<file path="config.mk">
export PLATFORM = sky130hd
export DESIGN_NAME = stereo_frame_sched
export DESIGN_NICKNAME = d
export VERILOG_FILES = /design/src/rtl/stereo_frame_sched.sv
export SDC_FILE = /design/constraint.sdc
export NUM_CORES = 1
export LEC_CHECK = 0
export ABC_AREA = 1
export ABC_CLOCK_PERIOD_IN_PS = 2500
export CAP_MARGIN = 20
export CORE_MARGIN = 1
export CORE_UTILIZATION = 50
export CTS_BUF_LIST = sky130_fd_sc_hd__clkbuf_8
export CTS_CLUSTER_SIZE = 20
export DETAILED_ROUTE_END_ITERATION = 10
export PLACE_DENSITY = 0.74
export RECOVER_POWER = 50
export SYNTH_ARGS = -nofsm -noshare
export SYNTH_HDL_FRONTEND = slang
export SYNTH_SLANG_ARGS = --single-unit
</file>
<file path="constraint.sdc">
create_clock -name clk -period 2.5 [get_ports clk]
set_clock_uncertainty 0.05 [all_clocks]
set_input_delay 0.5 -clock clk [delete_from_list [all_inputs] [get_ports clk]]
set_output_delay 0.5 -clock clk [all_outputs]
set_load 0.01 [all_outputs]
</file>
<file path="src/rtl/stereo_frame_sched.sv">
// stereo_frame_sched: alternating left/right frame scheduler in front of Fea_Pro, with gap, done hold-off and error flags.
//   Optional timeout on fp_done is compiled in with `define STEREO_SCHED_TIMEOUT_EN.
//   Ports: clk, rst (async, active-low); src_data/src_valid/src_sof/src_ready source stream;
//   img_din/img_din_valid to Fea_Pro; fp_done pair-complete pulse; side, busy, pair_cnt status;
//   err_sync, err_short, err_timeout sticky error flags.
module stereo_frame_sched #(
  parameter int IMG_W        = 120,
  parameter int IMG_H        = 100,
  parameter int GAP_CYCLES   = 100,
  parameter int DONE_TIMEOUT = 200000
) (
  input  logic        clk,
  input  logic        rst,
  input  logic [7:0]  src_data,
  input  logic        src_valid,
  input  logic        src_sof,
  output logic        src_ready,
  output logic [7:0]  img_din,
  output logic        img_din_valid,
  input  logic        fp_done,
  output logic        side,
  output logic        busy,
  output logic [15:0] pair_cnt,
  output logic        err_sync,
  output logic        err_short,
  output logic        err_timeout
);
  localparam int N  = IMG_W * IMG_H;
  localparam int PW = N > 1 ? $clog2(N) : 1;
  typedef enum logic [2:0] {IDLE, STRM_L, GAP_L, STRM_R, WAIT_DONE, GAP_R} state_t;
  state_t state, state_nxt;
  logic [PW-1:0] pix_cnt;
  logic [15:0] gap_cnt;
  logic done_seen, strm, gap, mid_sof, acc, fwd, last, gap_end, done_now, tmo;
  assign strm     = state == STRM_L || state == STRM_R;
  assign gap      = state == GAP_L || state == GAP_R;
  assign mid_sof  = strm && src_valid && src_sof && pix_cnt != '0;
  assign acc      = src_valid && src_ready;
  // at pix_cnt==0 (IDLE, or STRM_R before its first pixel) only an SOF beat starts a frame
  assign fwd      = acc && (pix_cnt != '0 || src_sof);
  assign last     = fwd && strm && pix_cnt == PW'(N - 1);
  assign gap_end  = gap_cnt == 16'(GAP_CYCLES - 1);
  assign done_now = done_seen || fp_done;
  always_ff @(posedge clk or negedge rst)
    if (!rst) begin
      state         <= IDLE;
      pix_cnt       <= '0;
      gap_cnt       <= '0;
      done_seen     <= 1'b0;
      pair_cnt      <= '0;
      img_din       <= '0;
      img_din_valid <= 1'b0;
      err_sync      <= 1'b0;
      err_short     <= 1'b0;
    end else begin
      state         <= state_nxt;
      pix_cnt       <= (mid_sof || last) ? '0 : fwd ? pix_cnt + 1'b1 : pix_cnt;
      gap_cnt       <= (gap && !gap_end) ? gap_cnt + 16'd1 : '0;
      done_seen     <= (state == GAP_L && gap_end) ? 1'b0 :
                       (fp_done && (state == STRM_R || state == WAIT_DONE)) ? 1'b1 : done_seen;
      pair_cnt      <= pair_cnt + {15'd0, state == WAIT_DONE && done_now};
      img_din_valid <= fwd;
      if (fwd) img_din <= src_data;
      if (acc && !fwd) err_sync <= 1'b1;
      if (mid_sof) err_short <= 1'b1;
    end
  always_comb begin
    state_nxt = state;
    case (state)
      IDLE:      state_nxt = fwd ? STRM_L : IDLE;
      STRM_L:    state_nxt = mid_sof ? IDLE : last ? GAP_L : STRM_L;
      GAP_L:     state_nxt = gap_end ? STRM_R : GAP_L;
      STRM_R:    state_nxt = mid_sof ? IDLE : last ? WAIT_DONE : STRM_R;
      WAIT_DONE: state_nxt = (done_now || tmo) ? GAP_R : WAIT_DONE;
      GAP_R:     state_nxt = gap_end ? IDLE : GAP_R;
      default:   state_nxt = IDLE;
    endcase
  end
  // src_ready is gated by rst so it reads 0 while reset is held and 1 right after release
  always_comb begin
    src_ready = rst && (state == IDLE || (strm && !(src_sof && pix_cnt != '0)));
    side      = !(state == IDLE || state == STRM_L || state == GAP_L);
    busy      = state != IDLE;
  end
`ifdef STEREO_SCHED_TIMEOUT_EN
  logic [31:0] tmo_cnt;
  assign tmo = tmo_cnt == 32'(DONE_TIMEOUT - 1);
  always_ff @(posedge clk or negedge rst)
    if (!rst) begin
      tmo_cnt     <= '0;
      err_timeout <= 1'b0;
    end else begin
      tmo_cnt <= state == WAIT_DONE ? tmo_cnt + 32'd1 : '0;
      if (state == WAIT_DONE && !done_now && tmo) err_timeout <= 1'b1;
    end
`else
  assign tmo         = 1'b0;
  assign err_timeout = 1'b0;
`endif
endmodule

</file>
==> After elaboration in Yosys (flattened, before gate mapping) <==
Cells that the tools add are included.
{ "word_totals": {"reg_bits": 61, "output_inout_bits": 31, "inputBits": 13} }
{ "classes": {"add_sub_neg": 3, "reduce_logical": 33, "mux": 14, "eq_ne": 7} }
{ "ops": {"columns": ["cell", "count"], "rows": [
  ["$mux 14", 2],
  ["$pmux 3 s6", 1],
  ["$add 16x1->16", 1],
  ["$add 16x1->16 const B", 1],
  ["$eq 16x7->1 const B", 1],
  ["$mux 16", 1],
  ["$logic_and 1x1->1", 15],
  ["$add 14x1->14 const B", 1],
  ["$eq 14x14->1 const B", 1],
  ["$reduce_bool 14->1", 1],
  ["$logic_or 1x1->1", 9],
  ["$mux 3", 3],
  ["$eq 3x2->1 const B", 2],
  ["$eq 3x3->1 const B", 2],
  ["$mux 1", 5],
  ["$logic_not 1->1", 4],
  ["$mux 2", 2],
  ["$reduce_bool 2->1", 2],
  ["$eq 3x1->1 const B", 1],
  ["$logic_not 3->1", 1],
  ["$reduce_bool 3->1", 1]
]} }

==> Longest topological paths before layout <==
Gate-level depths: netlist (run 1).
{ "logic_depth": {"depth_word": 13, "ltp_mapped": 15} }

==> Worst setup path before layout (run 1) <==
OpenSTA, ideal clock, no wires.
{ "synth_path": {"path_kind": "register -> register", "start": "register state[0]", "end": "register pair_cnt[14]", "synth_period_minus_slack_ns": 2.154, "path_stages_with_launch": 14, "required_ns": 2.326, "setup_time_ns": 0.124, "slack_ns": 0.346, "arrival_time_ns": 1.980, "cell_sequence": "dfrtp_1 nor2_1 nand2_1 inv_1 o21ai_0 inv_1 ha_1 ha_1 nand3_1 nor3b_2 nand2_1 nor3_2 nand4_1 xor2_1"} }
{ "synth_via": {"elab_chain_cells": 3} }
{ "synth_lines": {"columns": ["element", "line", "text"], "rows": [
  ["from (decl)", "31", "state_t state, state_nxt;"],
  ["from (signal assigned)", "56", "state <= state_nxt;"],
  ["$eq 3x3->1", "61", "pair_cnt <= pair_cnt + {15'd0, state == WAIT_DONE && done_now};"],
  ["$logic_and 1x1->1", "61", null],
  ["$add 16x1->16", "61", null],
  ["to (signal assigned)", "61", null],
  ["to (decl)", "23", "output logic [15:0] pair_cnt,"]
]} }
No other way between the ends.
A chain may end at the register's enable or synchronous reset.

==> Worst setup path after layout (run 1) <==
{ "layout_path": {"start": "input fp_done", "end": "register pair_cnt[14]"} }
{ "layout_via": {"elab_chain_cells": 3} }
{ "layout_lines": {"columns": ["element", "line", "text"], "rows": [
  ["from (decl)", "20", "input logic fp_done,"],
  ["$logic_or 1x1->1", "43", "assign done_now = done_seen || fp_done;"],
  ["$logic_and 1x1->1", "61", null],
  ["$add 16x1->16", "61", null]
]} }
No other way between the ends.

==> results.sh, run 1 <==
export IMPL_status="complete, no violations"
export IMPL_yosys_area_share_simple_pct=32.5
export IMPL_yosysTopAreaCellShare_pct=47.1
export IMPL_die_h_um=82.5
export IMPL_yosys_area_share_adder_pct=1.93
export IMPL_syn_avg_cell_area_um2=8.03
export IMPL_yosysMostFrequentCell="nand2_1"
export IMPL_fmax_ghz=0.430
export IMPL_setup_tns_ns=0
export IMPL_slew_headroom_pct=1.75
export IMPL_via_count=2757
export IMPL_cts_buffer_depth=2
export IMPL_grt_pass1_wl_um=11400
export IMPL_cts_tree="built"
export IMPL_p_leak_nw=2.11
export IMPL_worst_pin_slew_ns=1.47
export IMPL_wl_um=6850
export IMPL_syn_num_nets=422
export IMPL_synth_seq_cells=61
export IMPL_gp_congestion=0.854
export IMPL_rsz0062_at_grt="false"
export IMPL_cpMostUsedCell="ha_1"
export IMPL_initial_core_util_pct=53.2
export IMPL_power_density_nw_per_um2=464
export IMPL_rr_startpoint="state[0]"
export IMPL_finalCriticalPeriod_ns=2.33
export IMPL_peakVddDrop_v=0.000345
export IMPL_core_area_um2=6100
export IMPL_synth_cells_most_frequent="nand2_1 (95), dfrtp_1 (61), inv_1 (51), nor2_1 (51), nand3_1 (37)"
export IMPL_critPathRequiredTime_ns=2.70
export IMPL_die_x_um=82.5
export IMPL_fin_crit_sh_pct=93.1
export IMPL_finalNetCount=480
export IMPL_fin_ws_ns=0.172
export IMPL_path_class="in -> reg"
export IMPL_yosys_area_top_type="dfrtp_1"
export IMPL_cts_made_buffers=9
export IMPL_layout_drive_gt1_share_pct=10.5
export IMPL_cpMaxStageDelayCell="dlygate4sd3_1"
export IMPL_post_drt_via_cell_ratio=5.09
export IMPL_pin_count=44
export IMPL_routedWlPerCell_um=12.6
export IMPL_synth_area_leaders="dfrtp_1 (47%), nand2_1 (11%), xor2_1 (5.9%)"
export IMPL_cts_root_buf="clkbuf_8"
export IMPL_hold_depth=1
export IMPL_hold_start="gap_cnt[0]"
export IMPL_first_pass_iters=4
export IMPL_cp_max_fo=3
export IMPL_drv_cap=0
export IMPL_async_reset_ff_share_pct=100
export IMPL_hold_viol_final=0
export IMPL_rows=28
export IMPL_synth_top_flop_cell="dfrtp_1"
export IMPL_place_area_um2=3790
export IMPL_yosys_warnings=0
export IMPL_ant_nets=0
export IMPL_port_buffers=42
export IMPL_synth_edf_count=0
export IMPL_synth_top_family_by_area="simple AND/OR/NAND/NOR gates"
export IMPL_grt_pass1_vias=2586
export IMPL_cts_max_level=3
export IMPL_seq_area_frac_synth_pct=47.1
export IMPL_dp_hpwl_um=4910
export IMPL_clk_pin_slew_ns=0.08
export IMPL_yosys_mux_area_fraction_pct=0
export IMPL_antenna_found_initial=0
export IMPL_cp_cell_sequence="dlygate4sd3_1, o21ai_0, inv_1, ha_1, ha_1, nand3_1, nor3b_2, nand2_1, nor3_2, nand4_1, xor2_1"
export IMPL_fillers=542
export IMPL_ff2ff_path_depth=13
export IMPL_drtIter0Drc=115
export IMPL_cpPeakStageDelay_ns=0.56
export IMPL_synth_xor_area_share_pct=6.75
export IMPL_synthCells=404
export IMPL_setup_viol=0
export IMPL_synth_compound_area_share_pct=2.97
export IMPL_cp_start_kind="input pin"
export IMPL_insertion_delay_ns=0.35
export IMPL_grt_overflow=0
export IMPL_post_place_ws_ns=-0.102
export IMPL_num_antenna_cells=0
export IMPL_post_cts_buffers=0
export IMPL_detail_route_drc_violations=0
export IMPL_grt_usage_pct=22.5
export IMPL_arrival_ns=2.52
export IMPL_design_area_um2=3960
export IMPL_crit_start="fp_done"
export IMPL_syn_area_um2=3240
export IMPL_area_growth_pct=22.1
export IMPL_grt_max_degree=62
export IMPL_crit_path_end_kind="flip-flop"
export IMPL_cts_sinks=61
export IMPL_maxSlewViolCount=0
export IMPL_die_area_um2=6810
export IMPL_min_path_type="reg -> reg"
export IMPL_ys_types=29
## report_power, final
group          switching, mW  leakage (nW)  internal, mW  total [mW]
Clock                  0.428        0.0856         0.362       0.790
Sequential           0.00235         0.794         0.990       0.993
Combinational         0.0313          1.23        0.0238      0.0551
## metrics by stage
step	power, mW	hold slack (ns)	cells	utilization (%)
floorplan	1.02	0.154	404	-
global placement	1.07	0.393	526	62.2
detailed placement	1.07	0.406	526	62.2
CTS	1.86	0.383	542	65.1
global route	1.91	0.426	542	64.9
finish	1.84	0.410	542	64.9
## metal layers
metal | vias up | track usage [%] | part of all wire [%]
met5 | - | 0 | 0
met4 | 0 | 8.97 | 1.6
met3 | 10 | 6.04 | 5.4
met2 | 87 | 36.2 | 46
met1 | 1256 | 28.8 | 47
li1 | 1404 | - | -
## logic make-up after synthesis
family,after synthesis
buffers and inverters,64
XOR/XNOR,25
other,1
adder cells (fa/ha/maj),5
AO/OA/AOI/OAI,18
AND/OR/NAND/NOR,230
flip-flops,61
## layout make-up
class	count	area, µm²	area share (%)
Tap cell	75	93.8	2.37
Inverter	53	201	5.09
Clock buffer	9	124	3.13
Sequential cell	61	1530	38.6
Clock inverter	7	51.3	1.30
Timing Repair Buffer	58	524	13.2
Multi-Input combinational cell	279	1440	36.3
## state kept, by name, indices dropped and copies added (netlist names)
register       flops
err_short          1
pair_cnt          16
pix_cnt           14
err_sync           1
state              3
gap_cnt           16
img_din_valid      1
img_din            8
done_seen          1
## final timing paths
kind	end	slack, ns
worst min register to register	gap_cnt[0]	0.41
max in group asynchronous	pix_cnt[7]	0.74
worst max-delay path	pair_cnt[14]	0.17
min in group asynchronous	pix_cnt[12]	0.75
worst min-delay path	gap_cnt[0]	0.41
worst max register to register	pair_cnt[14]	0.19
## critical path: cells and delay by family
family / cells / cell delay, ns
and+or+nand+nor: 5 / 0.76
buffers and inverters: 2 / 0.64
adders and majority gates: 2 / 0.33
xor gates and xnor gates: 1 / 0.16
AOI/OAI and AO/OA: 1 / 0.14
## cells in the final DEF, fill, tap and decap left out, drive strengths merged
| master | count |
|---|---|
| a21oi | 9 |
| nor3b | 1 |
| o21a | 1 |
| clkdlybuf4s50 | 34 |
| nand3 | 38 |
| nor2 | 53 |
| clkinvlp | 2 |
| o21ai | 7 |
| clkbuf | 14 |
| dfrtp | 61 |
| nand2 | 99 |
| clkinv | 4 |
| dlygate4sd3 | 6 |
| or2 | 1 |
| a31o | 1 |
| buf | 13 |
| xor2 | 22 |
| nand4 | 22 |
| nor3 | 16 |
| xnor2 | 3 |
| ha | 5 |
| inv | 54 |
| conb | 1 |
## what timing repair did
item	4_1_cts	5_1_grt
cloned	0	0
hold buffers	0	0
gates resized for setup	1	3
endpoints found under the setup margin	1	2
Note: power is estimated with default switching activity, not from simulation.
==> run 2, diff against run 1 <==
--- a/config.mk
+++ b/config.mk
@@ -14,7 +14,7 @@
 export CTS_CLUSTER_SIZE = 20
 export DETAILED_ROUTE_END_ITERATION = 10
 export PLACE_DENSITY = 0.74
-export RECOVER_POWER = 50
+export RECOVER_POWER = 100
 export SYNTH_ARGS = -nofsm -noshare
 export SYNTH_HDL_FRONTEND = slang
 export SYNTH_SLANG_ARGS = --single-unit
==> run 2 against run 1 <==
Via count rose by 0.58%. Combinational power fell by 2%. Sequential share of layout area rose by 0.33 points. Largest power group unchanged.
==> results.sh, run 2 (synthesis gave the netlist of run 1 again) <==
export IMPL_dp_hpwl_um=4910
export IMPL_cts_sinks=61
export IMPL_rsz0062_at_grt="false"
export IMPL_cpMaxStageDelayCell="dlygate4sd3_1"
export IMPL_setup_viol=0
export IMPL_status="complete, no violations"
export IMPL_gp_congestion=0.854
export IMPL_peakVddDrop_v=0.000345
export IMPL_maxSlewViolCount=0
export IMPL_finalCriticalPeriod_ns=2.35
export IMPL_finalNetCount=480
export IMPL_fin_util_pct=64.4
export IMPL_cts_tree="built"
export IMPL_arrival_ns=1.80
export IMPL_rows=28
export IMPL_hold_ws_ns=0.410
export IMPL_cts_buffer_depth=2
export IMPL_cp_max_fo=6
export IMPL_die_area_um2=6810
export IMPL_crit_buf_inv=3
export IMPL_die_x_um=82.5
export IMPL_drtIter0Drc=138
export IMPL_insertion_delay_ns=0.35
export IMPL_min_path_type="reg -> reg"
export IMPL_grt_overflow=0
export IMPL_core_area_um2=6100
export IMPL_port_buffers=42
export IMPL_crit_path_end_kind="output port"
export IMPL_die_h_um=82.5
export IMPL_post_drt_via_cell_ratio=5.12
export IMPL_area_growth_pct=21.0
export IMPL_first_pass_iters=5
export IMPL_grt_usage_pct=22.5
export IMPL_cts_max_level=3
export IMPL_num_antenna_cells=0
export IMPL_grt_pass1_vias=2586
export IMPL_mostFrequentLayoutCell="nand2_1"
export IMPL_fin_crit_sh_pct=94.2
export IMPL_cts_root_buf="clkbuf_8"
export IMPL_pin_count=44
export IMPL_critPathRequiredTime_ns=1.95
export IMPL_fillers=550
export IMPL_slew_headroom_pct=2.11
export IMPL_hold_viol_final=0
export IMPL_multi_input_comb_area_um2=1420
export IMPL_initial_core_util_pct=53.2
export IMPL_antenna_found_initial=0
export IMPL_detail_route_drc_violations=0
export IMPL_cp_start_kind="flip-flop"
export IMPL_clk_pin_slew_ns=0.08
export IMPL_fmax_ghz=0.425
export IMPL_cpPeakStageDelay_ns=0.60
export IMPL_top_regs="gap_cnt: 16 flops, pair_cnt: 16 flops, pix_cnt: 14 flops"
export IMPL_cpLargestDelayFamily="buffers and inverters"
export IMPL_drv_cap=0
export IMPL_worst_pin_slew_ns=1.47
export IMPL_ant_nets=0
export IMPL_power_density_nw_per_um2=467
export IMPL_p_leak_nw=2.12
export IMPL_seq_area_um2=1530
export IMPL_grt_max_degree=62
export IMPL_path_class="reg -> out"
export IMPL_via_count=2773
export IMPL_routedWlPerCell_um=12.6
export IMPL_grt_pass1_wl_um=11400
export IMPL_wl_um=6820
export IMPL_cp_cell_sequence="inv_1, nand2_1, buf_4, dlygate4sd3_1"
export IMPL_layout_common_cells="nand2_1 (98), dfrtp_1 (61), nor2_1 (52), inv_1 (51), nand3_1 (38)"
export IMPL_cts_made_buffers=9
export IMPL_layout_drive_gt1_share_pct=8.57
export IMPL_post_cts_buffers=0
[run 2: cell count changes in the layout (fill, tap and decap cells not counted), sizes merged]
cell / delta
clkbuf: +6
dlygate4sd3: +24
clkdlybuf4s50: -24
buf: -6
[run 2: worst register-to-register path, stage by stage (launching register included)]
cell and delay (ns):
dfrtp_1 0.42, nor2_1 0.14, nand2_1 0.08, inv_1 0.07, o21ai_0 0.12, inv_1 0.08
ha_1 0.16, ha_1 0.17, nand3_1 0.11, nor3b_2 0.22, nand2_1 0.13, nor3_2 0.15
nand4_1 0.12, xor2_1 0.16
[run 2: where the power goes]
part           total, mW  switching (mW)  leakage (nW)  internal, mW
logic             0.0539          0.0310          1.24        0.0228
clock network      0.785           0.423        0.0856         0.362
registers          0.992         0.00222         0.794         0.990
total               1.83           0.457          2.12          1.37
[run 2: final timing paths]
| check | slack [ns] | start | endpoint | cells past startpoint |
|---|---|---|---|---|
| worst max-delay path | 0.15 | state[2] | busy | 4 |
| worst min-delay path | 0.41 | pair_cnt[15] | pair_cnt[15] | 1 |
| worst max register to register | 0.21 | state[0] | pair_cnt[14] | 13 |
| worst min register to register | 0.41 | pair_cnt[15] | pair_cnt[15] | 1 |
| max in group asynchronous | 0.76 | rst | pair_cnt[4] | 2 |
| min in group asynchronous | 0.74 | rst | pix_cnt[12] | 2 |
[run 2: layout make-up]
| type | count | share of cell area [%] |
|---|---|---|
| multi-input cells | 279 | 36.1 |
| well taps | 75 | 2.39 |
| clock buffers | 9 | 3.16 |
| inverters | 53 | 5.07 |
| repair buffers | 58 | 13.1 |
| flip-flops and latches | 61 | 38.9 |
| clock inverters | 7 | 1.31 |
[run 2: timing repair]
item	CTS	global route
hold buffers	0	0
resized for setup	1	3
endpoints found under the setup margin	1	2
[run 2: per-layer routing]
layer | up-vias | wire length (µm) | track usage (%) | share of wire (%)
met5 | - | 0 | 0 | 0
met3 | 10 | 408 | 6.04 | 6.0
met1 | 1264 | 3160 | 28.8 | 46
met2 | 99 | 3140 | 36.2 | 46
met4 | 0 | 111 | 8.97 | 1.6
li1 | 1400 | - | - | -
[run 2: through the flow]
step | setup TNS [ns] | worst slack, ns | area [µm²] | std cells | total power [mW]
after detailed placement | -0.220 | -0.102 | 3790 | 526 | 1.07
after floorplan | 0 | 0.346 | 3240 | 404 | 1.02
final | 0 | 0.146 | 3930 | 542 | 1.83
after global routing | 0 | 0.00338 | 3930 | 542 | 1.91
after CTS | 0 | 0.0893 | 3970 | 542 | 1.86
after global placement | -0.0228 | -0.0228 | 3790 | 526 | 1.07
==> run 3, diff against run 2 <==
==> constraint.sdc (replaced) <==
create_clock -name clk -period 2.5 [get_ports clk]
set_clock_uncertainty 0.05 [all_clocks]
set_input_delay 0.625 -clock clk [delete_from_list [all_inputs] [get_ports clk]]
set_output_delay 0.625 -clock clk [all_outputs]
set_load 0.01 [all_outputs]
==> run 3 against run 2 <==
Combinational power grew 3%. Sequential power about the same. Via count grew 3.3%. Fmax fell by 1.5%. Largest cell class unchanged. Wire length is 3.0% higher. Critical endpoint unchanged. Global-route usage is 1.2 points higher.
==> results.sh, run 3 (synthesis gave the netlist of run 1 again) <==
export IMPL_status="complete, no violations"
export IMPL_crit_end="busy"
export IMPL_grt_overflow=0
export IMPL_first_pass_iters=4
export IMPL_peakVddDrop_v=0.000282
export IMPL_cts_made_buffers=9
export IMPL_slew_headroom_pct=2.50
export IMPL_layout_common_cells="nand2_1 (97), dfrtp_1 (60), nor2_1 (51), inv_1 (51), nand3_1 (38)"
export IMPL_grt_usage_pct=23.7
export IMPL_hold_start="gap_cnt[0]"
export IMPL_die_x_um=82.5
export IMPL_ant_nets=0
export IMPL_drtIter0Drc=173
export IMPL_crit_start="state[2]"
export IMPL_die_area_um2=6810
export IMPL_critPathRequiredTime_ns=1.82
export IMPL_ff2ff_setup_slack_ns=0.25
export IMPL_fin_crit_sh_pct=95.6
export IMPL_worst_pin_slew_ns=1.46
export IMPL_post_drt_via_cell_ratio=5.14
export IMPL_fin_util_pct=66.6
export IMPL_mostFrequentLayoutCell="nand2_1"
export IMPL_r2r_end="pair_cnt[14]"
export IMPL_cp_max_fo=6
export IMPL_power_density_nw_per_um2=475
export IMPL_maxSlewViolCount=0
export IMPL_die_h_um=82.5
export IMPL_antenna_found_initial=0
export IMPL_wl_um=7020
export IMPL_fmax_ghz=0.418
export IMPL_detail_route_drc_violations=0
export IMPL_cts_buffer_depth=2
export IMPL_port_buffers=42
export IMPL_rr_startpoint="state[0]"
export IMPL_pin_count=44
export IMPL_finalNetCount=495
export IMPL_finalCriticalPeriod_ns=2.39
export IMPL_clk_pin_slew_ns=0.07
export IMPL_numPlacedInstances=541
export IMPL_post_cts_buffers=0
export IMPL_rows=28
export IMPL_layout_drive_gt1_share_pct=11.8
export IMPL_cts_sinks=61
export IMPL_setup_viol=0
export IMPL_drv_cap=0
export IMPL_instances_no_fill=557
export IMPL_path_class="reg -> out"
export IMPL_insertion_delay_ns=0.35
export IMPL_grt_pass1_vias=2761
export IMPL_top_regs="gap_cnt: 16 flops, pair_cnt: 16 flops, pix_cnt: 14 flops"
export IMPL_area_growth_pct=25.2
export IMPL_via_count=2864
export IMPL_hold_ws_ns=0.412
export IMPL_grt_pass1_wl_um=12100
export IMPL_gp_congestion=0.878
export IMPL_rsz0062_at_grt="false"
export IMPL_crit_path_end_kind="output port"
export IMPL_num_antenna_cells=0
export IMPL_arrival_ns=1.72
export IMPL_ff2ff_path_depth=13
export IMPL_core_area_um2=6100
export IMPL_hold_viol_final=0
export IMPL_min_path_type="reg -> reg"
export IMPL_cts_tree="built"
export IMPL_initial_core_util_pct=53.2
export IMPL_cp_start_kind="flip-flop"
export IMPL_routedWlPerCell_um=12.6
export IMPL_grt_max_degree=62
export IMPL_p_leak_nw=2.21
export IMPL_cts_max_level=3
export IMPL_hold_buffers=0
export IMPL_cts_root_buf="clkbuf_8"
export IMPL_dp_hpwl_um=5180
[run 3: changes by cell type in the layout (fill, tap and decap cells not counted), sizes merged]
cell,change
bufinv,+1
clkinv,-2
buf,+12
clkbuf,+3
clkinvlp,+1
clkdlybuf4s50,+2
dlygate4sd3,-2
[run 3: worst min-delay path by stage]
stage | cells after the start | slack, ns | to
3_3_place_gp | 1 | 0.39 | gap_cnt[0]
3_5_place_dp | 1 | 0.41 | gap_cnt[0]
6_report | 1 | 0.41 | gap_cnt[0]
4_1_cts | 1 | 0.42 | gap_cnt[0]
5_1_grt | 1 | 0.44 | gap_cnt[0]
2_1_floorplan | 0 | 0.28 | done_seen
[run 3: power by group]
group          switching, mW  internal (mW)  leakage [nW]  total (mW)
Sequential           0.00211          0.990         0.792       0.992
Combinational         0.0313         0.0241          1.32      0.0554
Clock                  0.417          0.462        0.0918       0.880
[run 3: per-stage QoR]
stage / setup slack, ns / cell area (µm²) / setup TNS [ns] / power, mW
final: 0.110 / 4060 / 0 / 1.93
after global placement: -0.152 / 3910 / -0.502 / 1.07
after CTS: 0.0188 / 4100 / 0 / 1.95
after floorplan: 0.346 / 3240 / 0 / 1.02
after global routing: 0.0243 / 4060 / 0 / 1.99
after detailed placement: -0.187 / 3910 / -0.793 / 1.07
[run 3: worst max-delay path, stage by stage, from the launching register on]
cell,delay [ns]
dfrtp_1,0.43
inv_1,0.11
nand2_1,0.14
buf_4,0.15
clkdlybuf4s50_1,0.54
[run 3: layout make-up]
class	count	area, µm²
Clock inverter	7	75.1
Sequential cell	61	1530
Multi-Input combinational cell	279	1410
Clock buffer	9	124
Fill cell	541	2030
Timing Repair Buffer	73	626
Tap cell	75	93.8
Inverter	53	201
[run 3: routing by layer]
layer  up-vias  global-route usage [%]  part of all wire (%)
met4         0                    11.7                   1.7
met3        12                    5.93                   6.3
met1      1337                    29.5                    45
met2        83                    38.4                    47
li1       1432                       -                     -
met5         -                       0                     0
[run 3: timing repair]
item,in CTS,in global routing
gates cloned,0,0
setup endpoints to repair,1,1
gates resized for setup,1,4
hold endpoints to repair,0,0
